### src/rtl/mux4_rr_arbiter_pkg.sv
// Shared types and helpers for the four-way round-robin mux arbiter.
package mux_arb_pkg;

  localparam int NUM_REQ = 4;
  localparam int IDX_W   = 2;

  typedef enum logic {
    IDLE  = 1'b0,
    GRANT = 1'b1
  } state_e;

  typedef logic [IDX_W-1:0]   idx_t;
  typedef logic [NUM_REQ-1:0] req_vec_t;

  // Two-bit arithmetic gives the 3 -> 0 wrap for free.
  function automatic idx_t next_idx(input idx_t idx);
    return idx + idx_t'(1);
  endfunction

  function automatic req_vec_t onehot(input idx_t idx);
    return req_vec_t'(1) << idx;
  endfunction

endpackage

### src/rtl/mux4_rr_arbiter_if.sv
// Requester-side bundle: four req/data lanes in, shared grant and data out.
interface mux4_rr_arbiter_if
  import mux_arb_pkg::*;
#(
  parameter int WIDTH = 8
);
  req_vec_t                   req;
  logic [NUM_REQ*WIDTH-1:0]   din;
  req_vec_t                   gnt;
  idx_t                       sel;
  logic [WIDTH-1:0]           dout;
  logic                       dout_valid;
  logic                       busy;

  modport master (
    output req, din,
    input  gnt, sel, dout, dout_valid, busy
  );

  modport slave (
    input  req, din,
    output gnt, sel, dout, dout_valid, busy
  );
endinterface

### src/rtl/mux4_rr_arbiter_rr_pick4.sv
// Finds the first set bit of a 4-bit mask at or after a start index, wrapping 3 -> 0.
module rr_pick4
  import mux_arb_pkg::*;
(
  input  req_vec_t mask,
  input  idx_t     start,
  output logic     found,
  output idx_t     idx
);

  // Walk offsets from farthest to nearest so the nearest hit overwrites the rest.
  always_comb begin
    idx_t cand;
    // NOTE: every output gets a default before any conditional write, otherwise a latch is inferred.
    found = 1'b0;
    idx   = start;
    cand  = start;
    for (int i = NUM_REQ - 1; i >= 0; i--) begin
      cand = start + idx_t'(i);
      if (mask[cand]) begin
        found = 1'b1;
        idx   = cand;
      end
    end
  end

endmodule

### src/rtl/mux4_rr_arbiter.sv
// Round-robin arbiter driving a shared 4:1 data mux with bounded grant hold time.
module mux4_rr_arbiter
  import mux_arb_pkg::*;
#(
  parameter int WIDTH    = 8,
  parameter int MAX_HOLD = 4
) (
  input  logic               clk,
  input  logic               rst_n,
  mux4_rr_arbiter_if.slave   bus
);

  localparam int               HC_W     = $clog2(MAX_HOLD + 1);
  localparam logic [HC_W-1:0]  HOLD_MAX = HC_W'(MAX_HOLD);

  state_e          state_q, state_d;
  req_vec_t        gnt_q, gnt_d;
  idx_t            sel_q, sel_d;
  idx_t            ptr_q, ptr_d;
  logic [HC_W-1:0] hold_cnt_q, hold_cnt_d;

  req_vec_t        others;
  logic            rel_grant;
  req_vec_t        pick_mask;
  idx_t            pick_start;
  logic            pick_found;
  idx_t            pick_idx;

  logic [WIDTH-1:0] dout_c;
  logic             dout_valid_c;
  logic             busy_c;

  // Preemption only applies when someone else is actually waiting.
  assign others    = bus.req & ~onehot(sel_q);
  assign rel_grant = !bus.req[sel_q] || ((hold_cnt_q == HOLD_MAX) && (others != '0));

  // One picker serves both the idle search and the handover search.
  assign pick_mask  = (state_q == GRANT) ? others : bus.req;
  assign pick_start = (state_q == GRANT) ? next_idx(sel_q) : ptr_q;

  rr_pick4 u_pick (
    .mask  (pick_mask),
    .start (pick_start),
    .found (pick_found),
    .idx   (pick_idx)
  );

  // State register.
  always_ff @(posedge clk) begin
    // NOTE: reset is sampled on the clock edge only; non-blocking assignments keep all flops updating together.
    if (!rst_n) begin
      state_q    <= IDLE;
      gnt_q      <= '0;
      sel_q      <= '0;
      ptr_q      <= '0;
      hold_cnt_q <= '0;
    end else begin
      state_q    <= state_d;
      gnt_q      <= gnt_d;
      sel_q      <= sel_d;
      ptr_q      <= ptr_d;
      hold_cnt_q <= hold_cnt_d;
    end
  end

  // Next-state logic.
  always_comb begin
    state_d    = state_q;
    gnt_d      = gnt_q;
    sel_d      = sel_q;
    ptr_d      = ptr_q;
    hold_cnt_d = hold_cnt_q;

    unique case (state_q)
      IDLE: begin
        if (pick_found) begin
          state_d    = GRANT;
          gnt_d      = onehot(pick_idx);
          sel_d      = pick_idx;
          ptr_d      = next_idx(pick_idx);
          hold_cnt_d = HC_W'(1);
        end
      end
      GRANT: begin
        if (rel_grant && pick_found) begin
          gnt_d      = onehot(pick_idx);
          sel_d      = pick_idx;
          ptr_d      = next_idx(pick_idx);
          hold_cnt_d = HC_W'(1);
        end else if (rel_grant) begin
          state_d    = IDLE;
          gnt_d      = '0;
          ptr_d      = next_idx(sel_q);
          hold_cnt_d = '0;
        end else if (hold_cnt_q != HOLD_MAX) begin
          hold_cnt_d = hold_cnt_q + HC_W'(1);
        end
      end
      default: state_d = IDLE;
    endcase
  end

  // Output logic: data passes straight through from the granted lane.
  always_comb begin
    dout_c       = '0;
    dout_valid_c = |gnt_q;
    busy_c       = (state_q == GRANT);
    if (gnt_q != '0) begin
      dout_c = bus.din[int'(sel_q)*WIDTH +: WIDTH];
    end
  end

  assign bus.gnt        = gnt_q;
  assign bus.sel        = sel_q;
  assign bus.dout       = dout_c;
  assign bus.dout_valid = dout_valid_c;
  assign bus.busy       = busy_c;

endmodule

### src/flat_wrapper.sv
// flat-port wrapper written by rule: the top's interface ports become plain ports
module mux4_rr_arbiter_flat import mux_arb_pkg::*;
#(
  parameter int WIDTH    = 8,
  parameter int MAX_HOLD = 4
)
  (clk, rst_n, bus_req, bus_din, bus_gnt, bus_sel, bus_dout, bus_dout_valid, bus_busy);
  mux4_rr_arbiter_if #(.WIDTH(WIDTH)) bus_i ();
  input  logic clk;
  input  logic rst_n;
  input wire logic [$bits(bus_i.req)-1:0] bus_req;
  input wire logic [$bits(bus_i.din)-1:0] bus_din;
  output wire logic [$bits(bus_i.gnt)-1:0] bus_gnt;
  output wire logic [$bits(bus_i.sel)-1:0] bus_sel;
  output wire logic [$bits(bus_i.dout)-1:0] bus_dout;
  output wire logic [$bits(bus_i.dout_valid)-1:0] bus_dout_valid;
  output wire logic [$bits(bus_i.busy)-1:0] bus_busy;
  assign bus_i.req = bus_req;
  assign bus_i.din = bus_din;
  assign bus_gnt = bus_i.gnt;
  assign bus_sel = bus_i.sel;
  assign bus_dout = bus_i.dout;
  assign bus_dout_valid = bus_i.dout_valid;
  assign bus_busy = bus_i.busy;
  mux4_rr_arbiter #(.WIDTH(WIDTH), .MAX_HOLD(MAX_HOLD)) u_core (.clk(clk), .rst_n(rst_n), .bus(bus_i));
endmodule
### config.mk
export PLATFORM = sky130hd
export DESIGN_NAME = mux4_rr_arbiter_flat
export DESIGN_NICKNAME = d
export VERILOG_FILES = /design/src/rtl/mux4_rr_arbiter_pkg.sv /design/src/rtl/mux4_rr_arbiter_if.sv /design/src/rtl/mux4_rr_arbiter_rr_pick4.sv /design/src/rtl/mux4_rr_arbiter.sv /design/src/flat_wrapper.sv
export SDC_FILE = /design/constraint.sdc
export NUM_CORES = 1
export LEC_CHECK = 0
export CORE_ASPECT_RATIO = 0.7
export CORE_MARGIN = 2
export CORE_UTILIZATION = 35
export DETAILED_ROUTE_END_ITERATION = 8
export PLACE_DENSITY = 0.71
export SLEW_MARGIN = 10
export SYNTH_ARGS = -nofsm -noshare
export SYNTH_HDL_FRONTEND = slang
export SYNTH_HIERARCHICAL = 1
export SYNTH_SLANG_ARGS = --single-unit
### constraint.sdc
create_clock -name clk -period 2.76 [get_ports clk]
set_clock_uncertainty 0.1 [all_clocks]
set_input_delay 0.414 -clock clk [delete_from_list [all_inputs] [get_ports clk]]
set_output_delay 0.414 -clock clk [all_outputs]
set_load 0.005 [all_outputs]
==> impl_metrics.yaml, run 1 <==
place:
  dp_cells: 257
  portBuffers: 53
  postPlaceCellArea_um2: 1950
  pre_cts_ws_ns: -0.0714
  gp_congestion: 0.890
  hpwl_um: 3070
clock_tree:
  h-tree-depth: 1
  cts.sinks: 12
  cts_buffer_depth: 2
  cts.clk_slew.worst_paths_ns: 0.06
  clock_latency_ns: 0.24
  cts_made_buffers: 3
  hold_buffers: 0
  cts-root-buf: "clkbuf_8"
  cts_tree: "yes"
timing:
  min_period_ns: 2.65
  setup_viol: 0
  timing.fmax_ghz: 0.377
  tightest_slew_ns: 0.698
  worst_slack_ns: 0.107
  drv_slew: 0
  hold_violations: 0
  finalCritPeriodShare_pct: 96.1
  relSlewSlack_pct: 53.3
  rsz0062_at_grt: "false"
  setup_tns_ns: 0
synthesis:
  synth-edff-count: 0
  yosys_warnings: 6
  ys_ff_latch: 12
  syn-instance-count: 145
  syn_avg_cell_area_um2: 8.74
  synth_ff_type: "dfxtp_1"
  yosysUniqueCellTypes: 40
  ys_seq_area_share_pct: 19.0
  async_flop_share_pct: 0
  synth.net_count: 193
  syn_area_um2: 1270
worst_setup_path:
  required_ns: 2.25
  crit-reg2reg-launch: "u_core/bus.sel[1]$_SDFFE_PN0P_"
  r2r_slack_ns: 0.18
  reg2regPathDepth: 13
  cpPeakStageDelay_ns: 0.52
  path_cells: "buf_4 > buf_4 > mux4_2 > and2b_1 > clkdlybuf4s50_1"
  critPathArrivalTime_ns: 2.14
  slowest_stage: "mux4_2"
  cp-end-kind: "primary output"
  critPathMaxFanout: 10
  path_class: "reg -> out"
  start_kind: "register"
  timing.rr.end: "u_core/ptr_q[1]$_SDFFE_PN0P_"
  cp_common_cell: "buf_4"
routing:
  vias: 1290
  vias_per_cell: 4.94
  wire_per_inst_um: 14.2
  route.detailed.drc: 0
  wl_um: 3700
  ant_nets: 0
  dr.pass1.iters: 4
  drtIter0Drc: 61
final_layout:
  antennaDiodeCount: 0
  fillCellCount: 323
  drive_above_1_share_pct: 20.4
  final_nets: 260
  design_area_um2: 2010
  fin_util_pct: 57.5
  area_growth_pct: 58.4
  layoutNonFillerInstCount: 261
pwr:
  p_sw_share_pct: 36.2
  power.share.sequential_pct: 18.6
  clkPwrFrac_pct: 13.4
  cellPowerDensity_nw_per_um2: 716
  leakage_nw: 0.807
  p_int_mw: 0.916
  switching_power_mw: 0.521
  ir_drop_mv: 0.405
  combPwrFrac_pct: 68.0
die:
  dieArea_um2: 4130
  start_util_pct: 36.3
  coreArea_um2: 3490
  die_h_um: 54.4
  ios: 54
  std_cell_rows: 18
  die_x_um: 75.9
status:
  status: "completed"
flow_run:
  max_cap_violations: 0
global_route:
  grt_pass1_vias: 1283
  grt_pass1_wl_um: 6070
  antenna_found_initial: 0
  overflow: 0
  grt_max_degree: 22
  grt_usage_pct: 18.7
hold_path:
  min_path_cells: 2
  hp-start: "u_core/hold_cnt_q[1]$_SDFFE_PN0P_"
  holdPathEnd: "u_core/hold_cnt_q[1]$_SDFFE_PN0P_"
  hold_class: "reg -> reg"
-- worst max-delay path by stage --
stage                              endpoint                            from  slack [ns]  depth (start not counted)
2_1_floorplan  u_core/ptr_q[1]$_SDFFE_PN0P_  u_core/bus.sel[1]$_SDFFE_PN0P_       0.006                         14
3_3_place_gp   u_core/ptr_q[1]$_SDFFE_PN0P_                      bus_req[3]       0.002                         12
3_5_place_dp   u_core/ptr_q[1]$_SDFFE_PN0P_                      bus_req[0]       -0.07                         11
4_1_cts        u_core/ptr_q[1]$_SDFFE_PN0P_  u_core/bus.sel[1]$_SDFFE_PN0P_        0.07                         13
5_1_grt        u_core/ptr_q[1]$_SDFFE_PN0P_  u_core/bus.sel[0]$_SDFFE_PN0P_       0.008                         13
6_report                        bus_dout[4]  u_core/bus.sel[0]$_SDFFE_PN0P_        0.11                          5
-- metal layers --
layer,track usage (%),wire length (um)
met2,34.1,1730
met3,3.14,140
met4,3.94,9
met5,0,0
met1,24.3,1820
-- kinds of logic (layout without fill, tap and decap cells) --
logic type | count (synthesis) | count (layout) | share of synthesized area, %
and+or+nand+nor | 59 | 59 | 25.4
AOI/OAI and AO/OA | 34 | 34 | 21.3
buffers and inverters | 16 | 82 | 5.33
muxes | 14 | 14 | 19.2
DFF | 12 | 12 | 19.0
adders and majority gates | 10 | 10 | 9.87
-- registers in the layout, indices dropped and copies added, names as in the netlist --
register           count
u_core/bus.gnt         4
u_core/bus.sel         2
u_core/hold_cnt_q      3
u_core/ptr_q           2
u_core/bus.busy        1
-- layout by cell type (no fill, tap or decap), types with 2 or more instances in the layout --
cell,netlist,final
mux2_2,2,2
o21a_1,2,2
a31oi_1,2,2
ha_1,10,10
dfxtp_2,0,2
nand2_1,22,22
clkbuf_8,0,4
nor2_1,8,8
and2b_1,5,5
nor2b_1,10,10
a21boi_1,0,3
mux2i_1,4,4
and2b_2,2,2
nor2b_4,2,2
a21oi_1,2,2
nor3_1,2,2
o21ai_0,8,8
inv_1,9,9
dfxtp_1,12,9
mux4_2,8,8
buf_4,1,16
o22ai_1,5,5
clkdlybuf4s50_1,0,53
nor4_1,2,2
-- area by class of cell --
type	count	area [um2]	area share, %
Clock buffer	4	55.1	2.74
Tap cell	50	62.6	3.12
Multi-Input combinational cell	117	960	47.8
Inverter	9	33.8	1.68
Timing Repair Buffer	69	651	32.4
Sequential cell	12	246	12.3
-- critical path: cells and delay by family (launching register included) --
kind / cells / cell delay [ns]
DFF: 1 / 0.38
muxes: 1 / 0.52
and+or+nand+nor: 1 / 0.16
buffers and inverters: 3 / 0.82
-- stage by stage --
| step | hold slack, ns | power (mW) |
|---|---|---|
| after floorplan | 0.346 | 0.804 |
| after global placement | 0.357 | 1.22 |
| after detailed placement | 0.378 | 1.24 |
| after CTS | 0.385 | 1.44 |
| after global routing | 0.402 | 1.55 |
| final | 0.384 | 1.44 |
-- power groups by stage --
| stage | sequential, mW | combinational [mW] | clock (mW) |
|---|---|---|---|
| after floorplan | 0.256 | 0.548 | 0 |
| after global placement | 0.264 | 0.956 | 0 |
| after detailed placement | 0.267 | 0.975 | 0 |
| after CTS | 0.264 | 0.982 | 0.197 |
| after global routing | 0.275 | 1.07 | 0.203 |
| final | 0.267 | 0.978 | 0.193 |
-- timing repair --
item,4_1_cts,5_1_grt
setup buffers,0,0
endpoints found under the setup margin,0,2
gates resized for setup,0,6
-- synthesized netlist by cell type, types with 3 or more instances --
cell | n | area share, %
and2b_1 | 5 | 3.0
mux2i_1 | 4 | 3.2
nand2_1 | 22 | 6.5
clkbuf_1 | 3 | 0.89
ha_1 | 10 | 9.9
a21boi_0 | 4 | 2.4
mux4_2 | 8 | 14
inv_1 | 9 | 2.7
nor2b_1 | 10 | 4.9
o21ai_0 | 8 | 3.2
o22ai_1 | 5 | 2.5
buf_2 | 3 | 1.2
dfxtp_1 | 12 | 19
nor2_1 | 8 | 2.4
Note: power is estimated with default switching activity, not from simulation.
==> run 2: changes to the inputs <==
--- a/config.mk
+++ b/config.mk
@@ -5,11 +5,13 @@
 export SDC_FILE = /design/constraint.sdc
 export NUM_CORES = 1
 export LEC_CHECK = 0
+export CELL_PAD_IN_SITES_DETAIL_PLACEMENT = 0
+export CELL_PAD_IN_SITES_GLOBAL_PLACEMENT = 1
 export CORE_ASPECT_RATIO = 0.7
 export CORE_MARGIN = 2
-export CORE_UTILIZATION = 35
+export CORE_UTILIZATION = 27
 export DETAILED_ROUTE_END_ITERATION = 8
-export PLACE_DENSITY = 0.71
+export PLACE_DENSITY_LB_ADDON = 0.1
 export SLEW_MARGIN = 10
 export SYNTH_ARGS = -nofsm -noshare
 export SYNTH_HDL_FRONTEND = slang
==> impl_metrics.yaml, run 2 (synthesis results as in run 1) <==
pwr:
  ir_drop_mv: 0.253
  p_sw_share_pct: 37.4
  clkPwrFrac_pct: 13.3
  cellPowerDensity_nw_per_um2: 732
  power.total_mw: 1.48
  power.share.sequential_pct: 17.5
  leakage_nw: 0.811
  p_int_mw: 0.925
  switching_power_mw: 0.552
  combPwrFrac_pct: 69.1
hold_path:
  holdPathEnd: "u_core/ptr_q[1]$_SDFFE_PN0P_"
  hold_class: "reg -> reg"
  hp-start: "u_core/ptr_q[1]$_SDFFE_PN0P_"
  min_path_cells: 2
worst_setup_path:
  cp_top_family: "simple AND/OR/NAND/NOR gates"
  path_buf_inv: 3
  path_cells: "buf_4 > ha_1 > a21boi_2 > buf_6 > and3b_1 > or4_1 > nand2_2 > inv_1 > ha_1 > nand2_1 > o21ai_0 > nand2_1 > o22ai_1"
  cpPeakStageDelay_ns: 0.52
  critPathMaxFanout: 6
  reg2regPathDepth: 13
  timing.rr.end: "u_core/ptr_q[1]$_SDFFE_PN0P_"
  required_ns: 2.83
  cp-end-kind: "register"
  critPathArrivalTime_ns: 2.73
  slowest_stage: "or4_1"
  path_class: "reg -> reg"
  crit-reg2reg-launch: "u_core/bus.sel[1]$_SDFFE_PN0P_"
  start_kind: "register"
  r2r_slack_ns: 0.1
final_layout:
  largest_reg_flops: 4
  mostFrequentLayoutCell: "clkdlybuf4s50_1"
  final_cell_mix: "52 x clkdlybuf4s50_1, 21 x nand2_1, 14 x buf_4, 11 x dfxtp_1"
  area_growth_pct: 59.1
  drive_above_1_share_pct: 20.5
  design_area_um2: 2020
  antennaDiodeCount: 0
  multiInputGateArea_um2: 966
  layout.area.seq_um2: 244
  fillCellCount: 426
  final_nets: 259
timing:
  hold_slack_ns: 0.379
  setup_tns_ns: 0
  timing.fmax_ghz: 0.375
  hold_violations: 0
  drv_slew: 0
  setup_viol: 0
  tightest_slew_ns: 0.707
  finalCritPeriodShare_pct: 96.5
  relSlewSlack_pct: 52.7
  min_period_ns: 2.66
global_route:
  overflow: 0
  grtUsageMet3_pct: 3.89
  grt_max_degree: 22
  antenna_found_initial: 0
  grt_pass1_wl_um: 6460
  met2_usage_pct: 25.5
  grt_pass1_vias: 1328
  grt_busiest_layer: "met2"
  grt_usage_pct: 15.8
  grt.met1_usage_pct: 22.2
die:
  start_util_pct: 28.6
  std_cell_rows: 20
  dieArea_um2: 5270
  die_x_um: 85.9
  coreArea_um2: 4430
  die_h_um: 61.3
  ios: 54
flow_run:
  max_cap_violations: 0
status:
  status: "completed"
routing:
  wire_per_inst_um: 15.0
  route.detailed.drc: 0
  ant_nets: 0
  drtIter0Drc: 81
  wl_um: 3990
  vias_per_cell: 4.94
  vias: 1308
  dr.pass1.iters: 6
clock_tree:
  clock_latency_ns: 0.24
  cts_tree: "yes"
  cts_buffer_depth: 2
  cts_made_buffers: 3
  hold_buffers: 0
  cts-root-buf: "clkbuf_8"
  h-tree-depth: 1
  cts.sinks: 12
  cts.clk_slew.worst_paths_ns: 0.06
place:
  postPlaceCellArea_um2: 1940
  hpwl_um: 3260
  gp_congestion: 0.801
  portBuffers: 53
-- run 2: worst max path at each step --
stage | startpoint | to | slack [ns] | cells past startpoint
2_1_floorplan | u_core/bus.sel[1]$_SDFFE_PN0P_ | u_core/ptr_q[1]$_SDFFE_PN0P_ | 0.006 | 14
3_3_place_gp | bus_req[3] | u_core/ptr_q[1]$_SDFFE_PN0P_ | -0.18 | 12
3_5_place_dp | bus_req[3] | u_core/ptr_q[1]$_SDFFE_PN0P_ | -0.21 | 12
4_1_cts | bus_req[3] | u_core/ptr_q[1]$_SDFFE_PN0P_ | 0.02 | 12
5_1_grt | u_core/bus.sel[0]$_SDFFE_PN0P_ | u_core/ptr_q[1]$_SDFFE_PN0P_ | -0.02 | 13
6_report | u_core/bus.sel[1]$_SDFFE_PN0P_ | u_core/ptr_q[1]$_SDFFE_PN0P_ | 0.1 | 13
-- run 2: layout make-up --
type	count	area share [%]
flip-flops and latches	12	12.1
multi-input cells	117	47.9
well taps	55	3.41
repair buffers	68	32.2
clock buffers	4	2.73
inverters	9	1.67
-- run 2: tightest hold or removal path: cells and delay by family (launching register included) --
family / cells / cell delay (ns)
compound gates: 1 / 0.06
flops: 1 / 0.31
simple gates: 1 / 0.05
-- run 2: power by group through the flow --
stage                     Sequential [mW]  Combinational (mW)  Clock, mW
after floorplan                     0.256               0.548          0
after global placement              0.263               0.982          0
after detailed placement            0.263                1.01          0
after CTS                           0.259                1.01      0.203
after global routing                0.266                1.11      0.210
final                               0.259                1.02      0.197
-- run 2: through the flow --
| stage | util (%) | instances | setup slack (ns) |
|---|---|---|---|
| floorplan | - | 145 | 0.00595 |
| global placement | 43.8 | 260 | -0.185 |
| detailed placement | 43.8 | 260 | -0.211 |
| CTS | 45.0 | 264 | 0.0236 |
| global route | 45.5 | 265 | -0.0225 |
| finish | 45.5 | 265 | 0.0968 |
-- run 2: metal layers --
| layer | up-vias | routed length [um] |
|---|---|---|
| met2 | 28 | 1860 |
| met5 | - | 0 |
| met1 | 626 | 1970 |
| met3 | 4 | 124 |
| met4 | 0 | 34 |
| li1 | 650 | - |
-- run 2: repair_timing --
item / 4_1_cts / 5_1_grt
endpoints found under the setup margin: 0 / 1
setup buffers: 0 / 1
gates resized for setup: 0 / 8
